==> src/rtl/sequence_recorder.sv <==
// sequence_recorder: records sampled randomizer values on button presses
// and replays them with timed on/off phases.
//
// Ports:
//   clk, rst_n      clock, async active-low reset
//   random[2:0]     randomizer value, legal 1..4
//   btn             raw async button (debounced upstream)
//   play, clear     sync start-playback / empty-and-abort
//   value, value_valid  entry shown during playback
//   count, full     stored entries, count==DEPTH
//   busy, done      playback active, 1-cycle end pulse
//   err             sticky illegal capture / dropped press
module sequence_recorder #(
  parameter int DEPTH       = 16,
  parameter int HOLD_CYCLES = 50_000_000,
  parameter int GAP_CYCLES  = 10_000_000,
  parameter int CW          = $clog2(DEPTH + 1)
) (
  input  logic          clk,
  input  logic          rst_n,
  input  logic [2:0]    random,
  input  logic          btn,
  input  logic          play,
  input  logic          clear,
  output logic [2:0]    value,
  output logic          value_valid,
  output logic [CW-1:0] count,
  output logic          full,
  output logic          busy,
  output logic          done,
  output logic          err
);

  localparam int IW = (DEPTH > 1) ? $clog2(DEPTH) : 1;
  localparam int TMAX =
    (HOLD_CYCLES > GAP_CYCLES) ? HOLD_CYCLES : GAP_CYCLES;
  localparam int TW = (TMAX > 1) ? $clog2(TMAX) : 1;
  localparam logic [TW-1:0] HOLD_LAST = TW'(HOLD_CYCLES - 1);
  localparam logic [TW-1:0] GAP_LAST  = TW'(GAP_CYCLES - 1);

  typedef enum logic [1:0] {
    IDLE,
    PLAY_ON,
    PLAY_GAP
  } state_e;

  state_e        state_q, state_d;
  logic [IW-1:0] idx_q, idx_d;
  logic [TW-1:0] timer_q, timer_d;
  logic [CW-1:0] count_q, count_d;
  logic [2:0]    mem_q [DEPTH];
  logic [2:0]    mem_d [DEPTH];
  logic [2:0]    value_q, value_d;
  logic          valid_q, valid_d;
  logic          done_q, done_d;
  logic          err_q, err_d;
  logic          s1_q, s1_d;
  logic          s2_q, s2_d;
  logic          prev_q, prev_d;
  logic          press;
  logic          full_w;
  logic          illegal;

  assign s1_d    = btn;
  assign s2_d    = s1_q;
  assign prev_d  = s2_q;
  assign press   = s2_q & ~prev_q;
  assign full_w  = (count_q == CW'(DEPTH));
  assign illegal = (random == 3'd0) || (random > 3'd4);

  always_comb begin
    state_d = state_q;
    idx_d   = idx_q;
    timer_d = timer_q;
    count_d = count_q;
    mem_d   = mem_q;
    err_d   = err_q;
    done_d  = 1'b0;

    if (press) begin
      if (state_q == IDLE && !full_w && !clear) begin
        mem_d[count_q[IW-1:0]] = random;
        count_d = count_q + CW'(1);
        if (illegal) err_d = 1'b1;
      end else begin
        err_d = 1'b1;
      end
    end

    if (clear) begin
      count_d = '0;
      state_d = IDLE;
      idx_d   = '0;
      timer_d = '0;
    end else begin
      unique case (state_q)
        IDLE: begin
          if (play) begin
            // count_d already includes a same-cycle capture
            if (count_d != '0) begin
              state_d = PLAY_ON;
              idx_d   = '0;
              timer_d = '0;
            end else begin
              done_d = 1'b1;
            end
          end
        end
        PLAY_ON: begin
          if (timer_q == HOLD_LAST) begin
            state_d = PLAY_GAP;
            timer_d = '0;
          end else begin
            timer_d = timer_q + TW'(1);
          end
        end
        PLAY_GAP: begin
          if (timer_q == GAP_LAST) begin
            timer_d = '0;
            if (CW'(idx_q) == count_q - CW'(1)) begin
              state_d = IDLE;
              done_d  = 1'b1;
            end else begin
              idx_d   = idx_q + IW'(1);
              state_d = PLAY_ON;
            end
          end else begin
            timer_d = timer_q + TW'(1);
          end
        end
        default: state_d = IDLE;
      endcase
    end

    // mem_d forwards an entry written in the same cycle
    valid_d = (state_d == PLAY_ON);
    value_d = valid_d ? mem_d[idx_d] : 3'd0;
  end

  always_ff @(posedge clk or negedge rst_n) begin
    if (!rst_n) begin
      state_q <= IDLE;
      idx_q   <= '0;
      timer_q <= '0;
      count_q <= '0;
      mem_q   <= '{default: '0};
      value_q <= '0;
      valid_q <= 1'b0;
      done_q  <= 1'b0;
      err_q   <= 1'b0;
      s1_q    <= 1'b0;
      s2_q    <= 1'b0;
      prev_q  <= 1'b0;
    end else begin
      state_q <= state_d;
      idx_q   <= idx_d;
      timer_q <= timer_d;
      count_q <= count_d;
      mem_q   <= mem_d;
      value_q <= value_d;
      valid_q <= valid_d;
      done_q  <= done_d;
      err_q   <= err_d;
      s1_q    <= s1_d;
      s2_q    <= s2_d;
      prev_q  <= prev_d;
    end
  end

  assign value       = value_q;
  assign value_valid = valid_q;
  assign count       = count_q;
  assign full        = full_w;
  assign busy        = (state_q != IDLE);
  assign done        = done_q;
  assign err         = err_q;

endmodule

==> config.mk <==
export PLATFORM = sky130hd
export DESIGN_NAME = sequence_recorder
export DESIGN_NICKNAME = d
export VERILOG_FILES = /design/src/rtl/sequence_recorder.sv
export SDC_FILE = /design/constraint.sdc
export NUM_CORES = 1
export LEC_CHECK = 0
export ABC_CLOCK_PERIOD_IN_PS = 4720
export BUFFER_PORTS_ARGS = -buffer_cell sky130_fd_sc_hd__buf_4
export CAP_MARGIN = 0
export CORE_ASPECT_RATIO = 1.5
export CORE_UTILIZATION = 30
export DETAILED_ROUTE_END_ITERATION = 10
export SKIP_LAST_GASP = 1
export SYNTH_ARGS = -nofsm -noshare
export SYNTH_HDL_FRONTEND = slang
export SYNTH_SLANG_ARGS = --single-unit
==> constraint.sdc <==
create_clock -name clk -period 4.72 [get_ports clk]
set_input_delay 0.236 -clock clk [delete_from_list [all_inputs] [get_ports clk]]
set_output_delay 0.236 -clock clk [all_outputs]
set_load 0.05 [all_outputs]
Word level (Yosys, flattened, before mapping)
Cells that the tools add are included.
{"block": "totals", "register_bits": 94, "input_bits": 8, "output_inout_bits": 13, "word_cells": 101}
{"block": "classes", "n_addsub": 4, "order_cmp": 4, "n_eq_ne": 10, "n_mux": 39, "bitwise_logic": 4, "reduce_logical": 13}
{"cell": "$mux W26", "n": 5}
{"cell": "$mux W48", "n": 2}
{"cell": "$pmux W26 S3", "n": 1}
{"cell": "$bwmux W48", "n": 1}
{"cell": "$add A26 B1 Y26 const B", "n": 1}
{"cell": "$eq A26 B24 Y1 const B", "n": 1}
{"cell": "$eq A26 B26 Y1 const B", "n": 1}
{"cell": "$mux W4", "n": 5}
{"cell": "$mux W5", "n": 3}
{"cell": "$bmux W3 S4", "n": 1}
{"cell": "$demux W3 S4", "n": 1}
{"cell": "$mux W3", "n": 4}
{"cell": "$ge A5 B5 Y1 const B", "n": 2}
{"cell": "$mux W2", "n": 5}
{"cell": "$not A4 Y5", "n": 2}
{"cell": "$mux W1", "n": 8}
{"cell": "$pmux W4 S2", "n": 1}
{"cell": "$pmux W2 S3", "n": 1}
{"cell": "$add A5 B1 Y5 const B", "n": 1}
{"cell": "$eq A4 B5 Y1", "n": 1}
{"cell": "$eq A5 B5 Y1 const B", "n": 1}
{"cell": "$lt A5 B1 Y1 const B", "n": 1}
{"cell": "$reduce_bool A5 Y1", "n": 1}
{"cell": "$sub A5 B1 Y5 const B", "n": 1}
{"cell": "other kinds (19)", "n": 23}

Depth between registers and ports, before layout
Gate-level depths: netlist of the first run.
{"block": "logic_depth", "depth_word": 16, "ltp_mapped": 15, "mapped_depth_nobuf": 12}

Worst setup path before layout of the first run
OpenSTA, ideal clock, no wires.
{"block": "synth_timing", "path_kind": "register to register", "startpoint": "reg count_q[0], in the netlist count[0]", "endpoint": "reg value_q[0], in the netlist value[0]", "setup_time_ns": 0.067, "arrival_ns": 3.658, "required_ns": 4.653, "setup_slack_ns": 0.995, "path_stages_with_launch": 16, "n_path_buf": 4, "synth_period_minus_slack_ns": 3.725, "path_cell_list": "dfrtp_1 clkbuf_1 inv_1 ha_1 o21ba_1 a221o_1 a2111oi_4 buf_6 o21ai_2 a311o_1 buf_6 buf_6 a221oi_2 a211oi_1 a31oi_1 o2111a_1"}
{"block": "synth_between", "elab_chain_cells": 16, "elab_cells_between_ends": 37, "cone_classes": "add/sub: 2; order compare: 2; eq/ne: 3; mux: 23; bitwise: 2; reduce/logical: 5"}
{"item": "from (decl)", "line_no": "50", "source": "logic [CW-1:0] count_q, count_d;"}
{"item": "from (signal assigned)", "line_no": "158", "source": "count_q <= count_d;"}
{"item": "parallel branches: the longest is 15 deep, another holds $add A5 B1 Y5"}
{"item": "$mux W3 *", "line_no": "137", "source": "value_d = valid_d ? mem_d[idx_d] : 3'd0;"}
{"item": "via value_d[0]", "line_no": "53", "source": "logic [2:0] value_q, value_d;"}
{"item": "to (signal assigned)", "line_no": "160", "source": "value_q <= value_d;"}
{"item": "to (decl)", "line_no": "53"}
Mark *: on every way through the listed nets, which the timed path passes. The select of a mux whose other input is x is not followed.
A chain may end at the register's enable or synchronous reset.

Worst setup path in the final report of the first run
{"block": "layout_timing", "startpoint": "reg count_q[0], in the netlist count[0]", "endpoint": "reg value_q[2], in the netlist value[2]"}
{"block": "layout_between", "elab_chain_cells": 16, "elab_cells_between_ends": 37, "cone_classes": "add/sub: 2; order compare: 2; eq/ne: 3; mux: 23; bitwise: 2; reduce/logical: 5"}
{"item": "parallel branches: the longest is 9 deep, another holds $add A5 B1 Y5"}
{"item": "$pmux W4 S2 *", "line_no": "96", "source": "unique case (state_q)"}
{"item": "$mux W4 *", "line_no": "90", "source": "if (clear) begin"}
{"item": "via idx_d[0]", "line_no": "48", "source": "logic [IW-1:0] idx_q, idx_d;"}
{"item": "$not A4 Y5 (not written as such) *", "line_no": "137"}
{"item": "$bmux W3 S4 *", "line_no": "137"}
{"item": "$mux W3 (not written as such) * (2 in series)", "line_no": "137"}
{"item": "$mux W3 *", "line_no": "137"}
{"item": "via value_d[2]", "line_no": "53"}
Marks and branches as above.

==> impl_metrics.toml, run 1 <==
[run_status]
status = "finished, final reports clean"

[die]
core_region_area_um2 = 16900
io_pins = 21
initial_utilization_pct = 30.8
rows = 58
die_h_um = 163
dieArea_um2 = 17900
die_w_um = 110

[cts]
postCtsSetupRepairBufs = 0
cts_buffers = 9
root_buffer = "clkbuf_16"
clock_path_buffers = 2
htreeDepth = 3
clk_latency_ns = 0.35
clk_pin_slew_worst_paths_ns = 0.07
cts_tree = "built"
ctsResizeCount = 0
hold_buffers = 2
clkSinkCount = 94

[sta]
maxSlewHeadroom_pct = 42.0
fin_worst_skew_ns = 0.00887
max_slew.worst_pin.slew_ns = 0.871
setup_viol = 0
maxSlewViolCount = 0
rsz0062_at_grt = "false"
fin_setup_tns_ns = 0
fmax_ghz = 0.237
layout_setup_ws_ns = 0.501
hold_viol = 0
finalCriticalPeriod_ns = 4.22
finalCritPeriodShare_pct = 89.4

[worst_setup_path]
startpoint = "count[0]$_DFF_PN0_"
crit_fanout = 19
arrival_ns = 4.50
ff2ff_path_depth = 11
crit_type = "flip-flop to flip-flop"
critPathLaunchType = "flip-flop"
reg2reg_from = "count[0]$_DFF_PN0_"
crit_path_end_kind = "flip-flop"
crit_required_ns = 5.00

[run]
cap_violations = 0

[drt]
dr.pass1.iters = 4
viasPerCell = 5.38
drc_errors = 0
drt_wl_total_um = 11900
wl_per_cell_um = 16.5
dr_wl_met3_um = 438
highest_layer = "met4"
dr_wl_met2_um = 6370
wirelength_met1_um = 4920
vias = 3880
ant_nets = 0
drtIter0Drc = 180

[logic_synthesis]
synth_edf_count = 0
synthesis.area_um2 = 5210
synth_seq_area_share_pct = 45.1
ys_ff_latch = 94
synth_area_leaders = "dfrtp_1, mux2_2, nor2_1, mux2i_1, xor2_1"
syn_inst = 495
ys_async_sr_fraction_pct = 100
yosys_warnings = 0
syn_area_per_cell_um2 = 10.5
synth_nets = 514
synth_top_area_share_pct = 45.1
yosysTopAreaCell = "dfrtp_1"
ys.flop_type = "dfrtp_1"
synth_cell_type_count = 70

[grt]
gr-total-overflow = 0
grt_max_degree = 69
grt_pass1_wl_um = 19900
track_usage_pct = 14.3
antenna_found_initial = 0
grt_pass1_vias = 4000

[layout]
final_area_um2 = 5820
final_layout_size_suffix_gt1_share_pct = 18.8
final_common_cell = "dfrtp_1"
antennaDiodeCount = 0
postLayoutCoreUtil_pct = 34.4
syn_to_final_growth_pct = 11.7
fillerInstances = 1690
layout_common_cells = "dfrtp_1, nor2_1, mux2_2"
fin_nets = 525

[placement]
portBuffers = 20
placed_area_um2 = 5510
gp_congestion = 0.828
hpwl_um = 8680
dp_slack_ns = 0.566

[min_path]
worstHoldStart = "clear"
hold_depth = 2
worst_hold_path_type = "input port to flip-flop"

[pwr]
p_sw_mw = 0.414
ir_worst_vdd_v = 0.000184
power_density_nw_per_um2 = 292
power_frac_clock_pct = 42.3
sequentialPowerShare_pct = 49.4
p_int_mw = 1.29
p_leak_nw = 2.52
combinationalPowerShare_pct = 8.3
total_power_mw = 1.70
p_sw_share_pct = 24.3
## logic make-up (layout without fill, tap and decap cells)
logic type	Yosys count	in the layout	share of synthesized area, %
flops	94	94	45.1
xor+xnor	28	28	4.70
mux	61	61	12.8
fa+ha+maj	11	11	2.64
compound gates	84	84	13.0
simple gates	171	171	17.6
buf+inv	46	62	4.13
## final timing paths
kind                            slack (ns)                 endpoint
worst min-delay path                  0.24       count[3]$_DFF_PN0_
worst min register to register        0.36         prev_d$_DFF_PN0_
worst max register to register        0.50       value[2]$_DFF_PN0_
min in group asynchronous             0.34  timer_q[18]$_DFFE_PN0P_
worst max-delay path                  0.50       value[2]$_DFF_PN0_
max in group asynchronous             3.18      mem_q[26]$_DFF_PN0_
## final cells by class
class | instances | area, um2 | share of cell area [%]
multi-input combinational | 355 | 2650 | 45.4
sequential | 94 | 2350 | 40.4
tap | 210 | 263 | 4.51
clock buffer | 11 | 233 | 4.00
timing repair buffer | 25 | 193 | 3.31
inverter | 21 | 78.8 | 1.35
clock inverter | 5 | 58.8 | 1.01
## metrics by stage
step                      std cells  hold WS (ns)
final                           721         0.238
after CTS                       721         0.230
after global routing            721         0.259
after global placement          703         0.157
after floorplan                 495       -0.0596
after detailed placement        703         0.170
## cell usage after synthesis, types with 11 or more instances
| cell type | count |
|---|---|
| clkbuf_1 | 14 |
| dfrtp_1 | 94 |
| ha_1 | 11 |
| inv_1 | 20 |
| mux2_2 | 45 |
| mux2i_1 | 16 |
| nand2_1 | 35 |
| nand3_1 | 17 |
| nor2_1 | 45 |
| o21ai_0 | 13 |
| xnor2_1 | 11 |
| xor2_1 | 17 |
## registers in the layout (all words and copies together), names as in the netlist, 2 cells and up
name,cells
mem_q,48
timer_q,26
count,5
idx_q,4
value,3
state_q,2
## power by group through the flow
stage / clock (mW) / sequential [mW] / combinational (mW)
2_1_floorplan: 0 / 0.863 / 0.0788
3_3_place_gp: 0 / 0.855 / 0.139
3_5_place_dp: 0 / 0.856 / 0.141
4_1_cts: 0.738 / 0.841 / 0.144
5_1_grt: 0.766 / 0.842 / 0.157
6_report: 0.720 / 0.841 / 0.141
## routing by layer
metal  track usage, %  up-vias
li1                 -     1831
met1             16.9     1964
met2             25.0       70
met3             2.95       15
met4             5.33        0
met5                0        -
## critical path: stages, from the launching register on
cell	delay, ns
dfrtp_1	0.53
inv_1	0.16
ha_1	0.28
o21ba_1	0.18
a221o_1	0.38
a2111oi_4	0.72
o21a_1	0.32
a311o_1	0.61
inv_2	0.19
or3_1	0.42
o311ai_0	0.12
o2111a_1	0.25
No activity file was read; power rests on OpenSTA's default activity.
==> run 2, diff against run 1 <==
Settings changed: ABC_AREA from default to 1.
==> run 2 against run 1 <==
- the flow now finishes with violations (design-rule violations)
- synthesized cell count grew 48%
- die area grew 3.7%
- clock power grew 7.1%
- setup slack gained 1.0 ns
- core utilization grew 0.15 points
- sequential share of layout area shrank 1.5 points
- clock-buffer cell count shrank 1
- cell count grew 34%
- critical path type unchanged
- largest power group unchanged
- highest routed layer unchanged
==> impl_metrics.toml, run 2 <==
[min_path]
whs_endpoint = "count[3]$_DFF_PN0_"
worst_hold_path_type = "input port to flip-flop"
hold_depth = 2
worstHoldStart = "clear"

[layout]
postLayoutCoreUtil_pct = 34.6
top_register = "mem_q"
finalNonFillerCells = 969
final_area_um2 = 6050
multi_input_area_um2 = 2540
largest_reg_flops = 48
fin_nets = 772
final_layout_size_suffix_gt1_share_pct = 8.86
layout_common_cells = "nand2_1, inv_1, dfrtp_1"
final_common_cell = "nand2_1"
fillerInstances = 1840
antennaDiodeCount = 0
syn_to_final_growth_pct = 11.9
regArea_um2 = 2350

[cts]
ctsResizeCount = 0
htreeDepth = 3
postCtsSetupRepairBufs = 0
root_buffer = "clkbuf_16"
cts_buffers = 9
clk_latency_ns = 0.35
cts_tree = "built"
hold_buffers = 2
clkSinkCount = 94
clk_pin_slew_worst_paths_ns = 0.06
clock_path_buffers = 2

[logic_synthesis]
synth_edf_count = 0
ys_ff_latch = 94
synth_seq_area_share_pct = 43.5
yosysTopAreaCell = "dfrtp_1"
ys_top_cells_by_count = "nand2_1, inv_1, dfrtp_1"
synthesis.area_um2 = 5410
ys.flop_type = "dfrtp_1"
synth_nets = 753
synth_cell_type_count = 36
yosys_warnings = 0
ys_async_sr_fraction_pct = 100
synth_area_leaders = "dfrtp_1, nand2_1, nand3_1, inv_1, nor2_1"
synth_top_area_share_pct = 43.5
yosysMostFrequentCell = "nand2_1"
syn_inst = 734
syn_area_per_cell_um2 = 7.37

[sta]
setup_viol = 0
maxSlewViolCount = 0
max_slew.worst_pin.slew_ns = 1.10
fin_setup_tns_ns = 0
fmax_ghz = 0.311
finalCriticalPeriod_ns = 3.21
hold_ws_ns = 0.208
maxSlewHeadroom_pct = 26.4
hold_viol = 0
finalCritPeriodShare_pct = 68.1
layout_setup_ws_ns = 1.51
fin_worst_skew_ns = 0.00794
rsz0062_at_grt = "false"

[drt]
drt_wl_total_um = 14300
ant_nets = 0
drc_errors = 5
wl_per_cell_um = 14.8
drtIter0Drc = 201
vias = 4734
viasPerCell = 4.89
dr.pass1.iters = 7

[worst_setup_path]
critPathLaunchType = "flip-flop"
crit_required_ns = 4.95
ff2ff_path_depth = 17
arrival_ns = 3.45
crit_type = "flip-flop to flip-flop"
crit_chain = "inv_1 -> ha_1 -> inv_2 -> nor2_8 -> nand3_4 -> nand2_1 -> o21ai_1 -> nand2_1 -> nor2_2 -> nand2_2 -> inv_1 -> nand2_1 -> nand2_2 -> nor2_2 -> inv_1 -> o21ai_0 -> a21oi_1"
cp_top_family = "simple AND/OR/NAND/NOR gates"
cpPeakStageDelay_ns = 0.64
path_depth = 17
reg2reg_from = "state_q[0]$_DFF_PN0_"
cp_slowest_cell = "nor2_2"
critPathBufInv = 4
crit_fanout = 17
crit_path_end_kind = "flip-flop"
r2r_slack_ns = 1.51
r2r-end = "timer_q[9]$_DFFE_PN0P_"

[die]
core_region_area_um2 = 17500
die_h_um = 166
dieArea_um2 = 18600
io_pins = 21
rows = 59
die_w_um = 112
initial_utilization_pct = 30.9

[placement]
placed_area_um2 = 5730
gp_congestion = 0.909
portBuffers = 20
place_inst = 953
hpwl_um = 10500
dp_slack_ns = 1.56

[grt]
grt_max_degree = 62
use_met2_pct = 29.0
grt_pass1_vias = 4728
gr-total-overflow = 0
use_met1_pct = 17.5
grt_busiest_layer = "met2"
track_usage_pct = 16.2
antenna_found_initial = 0
grt_pass1_wl_um = 23300
grt_use_met3_pct = 3.13

[pwr]
p_sw_share_pct = 28.9
ir_worst_vdd_v = 0.000157
combinationalPowerShare_pct = 16.2
sequentialPowerShare_pct = 44.0
p_sw_mw = 0.560
power_frac_clock_pct = 39.7
power_density_nw_per_um2 = 321
total_power_mw = 1.94
p_int_mw = 1.38
p_leak_nw = 2.84

[run_status]
failed_checks = "design-rule violations"
status = "complete, but fails checks"

[run]
cap_violations = 0
==> run 2: cell count changes after synthesis, moves of 17 or more <==
cell     delta
o21ai_0    +41
inv_1      +77
nand3_1    +71
nand2_1   +150
mux2_2     -45
a21oi_1    +17
nor2_1     +29
==> run 2: power by group through the flow <==
stage	combinational (mW)	clock (mW)	sequential (mW)
floorplan	0.211	0	0.885
global placement	0.311	0	0.869
detailed placement	0.314	0	0.869
CTS	0.317	0.791	0.854
global route	0.352	0.821	0.858
finish	0.315	0.771	0.855
==> run 2: cell type report <==
cell class              count  area share [%]
clock buffers              10            3.78
clock inverters             4            1.22
inverters                 106            6.60
multi-input cells         518            42.1
flip-flops and latches     94            38.9
well taps                 213            4.40
repair buffers             24            3.06
==> run 2: cells by family after synthesis <==
kind of cell | share of synthesized area, %
xor gates and xnor gates | 1.60
adders and majority gates | 2.55
DFF | 43.5
AOI/OAI and AO/OA | 8.82
and+or+nand+nor | 34.1
buffers and inverters | 9.42
==> run 2: how the worst max path moves through the flow <==
stage	startpoint	to	slack (ns)
2_1_floorplan	count[0]$_DFF_PN0_	value[2]$_DFF_PN0_	1.92
3_3_place_gp	state_q[0]$_DFF_PN0_	timer_q[7]$_DFFE_PN0P_	1.63
3_5_place_dp	state_q[0]$_DFF_PN0_	timer_q[9]$_DFFE_PN0P_	1.56
4_1_cts	state_q[0]$_DFF_PN0_	timer_q[9]$_DFFE_PN0P_	1.55
5_1_grt	state_q[0]$_DFF_PN0_	timer_q[7]$_DFFE_PN0P_	1.21
6_report	state_q[0]$_DFF_PN0_	timer_q[9]$_DFFE_PN0P_	1.51
==> run 2: worst register-to-register path, delay by kind of cell (launching register included) <==
family	cells	cell delay, ns
DFF	1	0.41
buffers and inverters	4	0.59
and+or+nand+nor	9	1.48
AOI/OAI and AO/OA	3	0.29
adders and majority gates	1	0.34
==> run 2: metal layers <==
metal  up-vias  share of wire, %
li1       2402                 -
met1      2208                41
met2        90                52
met3        34               2.7
met4         0               4.0
met5         -                 0
==> run 3, diff against run 2 <==
Settings changed: ABC_CLOCK_PERIOD_IN_PS 4720 to 2600.
Clock period 4.72 ns to 2.6 ns, I/O delays scaled along.
==> run 3 against run 2 <==
- the run still ends with design-rule violations left
- non-clock buffer count grew 42
- die area is the same
- sequential cell count is the same
- register-to-register slack lost 1.4 ns
- largest cell class unchanged
- sequential share of layout area shrank 4.6 points
- core utilization grew 4.7 points
- via count grew 8.4%
- maximum frequency grew 26%
- sequential power grew 81%
- cell area grew 14%
==> impl_metrics.toml, run 3 (synthesis gave the netlist of run 2 again) <==
[cts]
clk_pin_slew_worst_paths_ns = 0.07
clkSinkCount = 94
clock_path_buffers = 2
root_buffer = "clkbuf_16"
clk_latency_ns = 0.36
cts_buffers = 9
cts_tree = "built"
htreeDepth = 3

[grt]
grt_max_degree = 61
grt_pass1_vias = 4897
gr-total-overflow = 0
antenna_found_initial = 0
track_usage_pct = 16.7
grt_pass1_wl_um = 24300

[layout]
postLayoutCoreUtil_pct = 39.3
final_layout_size_suffix_gt1_share_pct = 23.9
antennaDiodeCount = 0
layout_common_cells = "nand2_1, dfrtp_1, inv_1"
largest_reg_flops = 48
final_common_cell = "nand2_1"
top_register = "mem_q"
fin_nets = 817
syn_to_final_growth_pct = 27.2

[pwr]
ir_worst_vdd_v = 0.000297
p_leak_nw = 3.17
total_power_mw = 3.69
power_density_nw_per_um2 = 537

[worst_setup_path]
crit_fanout = 8
critPathLaunchType = "flip-flop"
crit_path_end_kind = "flip-flop"
crit_required_ns = 2.85
arrival_ns = 2.79
crit_type = "flip-flop to flip-flop"
r2r_slack_ns = 0.06

[drt]
vias = 5134
drt_wl_total_um = 15900
dr.pass1.iters = 9
ant_nets = 0
wl_per_cell_um = 15.6
viasPerCell = 5.05
drtIter0Drc = 320
drc_errors = 3

[die]
dieArea_um2 = 18600
initial_utilization_pct = 30.9
core_region_area_um2 = 17500
rows = 59
die_h_um = 166
io_pins = 21
die_w_um = 112

[sta]
rsz0062_at_grt = "true"
setup_viol = 0
finalCritPeriodShare_pct = 97.8
hold_ws_ns = 0.115
maxSlewViolCount = 0
finalCriticalPeriod_ns = 2.54
fin_worst_skew_ns = 0.00831
hold_viol = 0
max_slew.worst_pin.slew_ns = 0.785
fmax_ghz = 0.393
maxSlewHeadroom_pct = 47.7

[run_status]
status = "complete, but fails checks"
failed_checks = "design-rule violations"

[placement]
hpwl_um = 11100
portBuffers = 20
gp_congestion = 0.888

[min_path]
worst_hold_path_type = "input port to flip-flop"

[run]
cap_violations = 0
==> run 3: cell count changes in the layout (fill, tap and decap cells not counted), moves of 4 or more <==
cell	before	now
nand3_1	88	52
nand3_2	0	36
buf_4	22	56
nand2_1	185	170
nand2_2	7	17
nor2_1	74	67
inv_1	97	91
nor2_2	2	7
nand2_4	3	7
==> run 3: path summary, 6_finish.rpt <==
kind / from / to / depth (start not counted)
setup / recovery: count[1]$_DFF_PN0_ / value[1]$_DFF_PN0_ / 19
hold / removal: clear / count[3]$_DFF_PN0_ / 2
setup reg to reg: count[1]$_DFF_PN0_ / value[1]$_DFF_PN0_ / 19
hold reg to reg: s1_q$_DFF_PN0_ / prev_d$_DFF_PN0_ / 0
max in group asynchronous: rst_n / state_q[1]$_DFF_PN0_ / 3
min in group asynchronous: rst_n / mem_q[14]$_DFF_PN0_ / 2
==> run 3: metal layers <==
layer | share of wire, % | up-vias | wire, um | GRT usage [%]
met5 | 0 | - | 0 | 0
met2 | 52 | 147 | 8280 | 30.3
met3 | 3.8 | 49 | 609 | 2.15
met4 | 5.4 | 0 | 849 | 10.2
li1 | - | 2495 | - | -
met1 | 39 | 2443 | 6120 | 18.4
==> run 3: critical path, cell delays in order (launching register included) <==
cell and delay (ns):
dfrtp_2 0.38, buf_4 0.12, ha_1 0.13, inv_1 0.04
nor2_1 0.23, nand3_4 0.13, nor2_4 0.15, xor2_2 0.19
nand2_2 0.11, nand2_4 0.12, nand2_4 0.07, nand2_8 0.13
buf_12 0.14, nand3_2 0.07, nand3_2 0.10, nand3_2 0.08
nand2_1 0.07, nand2_1 0.05, nand2_1 0.08, nor2_1 0.04
==> run 3: final cells by class <==
cell class                 count  area (um2)
clock buffer                  12         256
clock inverter                 4        30.0
fill                        1799       10600
inverter                     106         420
multi-input combinational    520        2950
sequential                    94        2350
tap                          213         267
timing repair buffer          66         592
timing repair inverter         1        7.51
==> run 3: per-stage QoR <==
step | instance area (um2) | TNS, ns | setup WS [ns] | instances
2_1_floorplan | 5410 | 0 | 0.0347 | 734
3_3_place_gp | 5970 | 0 | 0.0413 | 982
3_5_place_dp | 5970 | 0 | 0.0104 | 982
4_1_cts | 6290 | 0 | 0.0182 | 1000
5_1_grt | 6880 | -0.270 | -0.0922 | 1016
6_report | 6880 | 0 | 0.0575 | 1016
==> run 3: power breakdown <==
part | leakage, nW | switching (mW) | internal (mW)
registers | 1.23 | 0.0308 | 1.52
logic | 1.80 | 0.544 | 0.295
clock network | 0.139 | 0.595 | 0.705
==> run 3: timing repair <==
action                                  CTS  global route
gates cloned                              0             5
setup buffers                             0            11
pin swaps                                 0            47
endpoints found under the setup margin    2            26
endpoints found under the hold margin    60             0
resized for setup                         1           106
hold buffers                              2             0
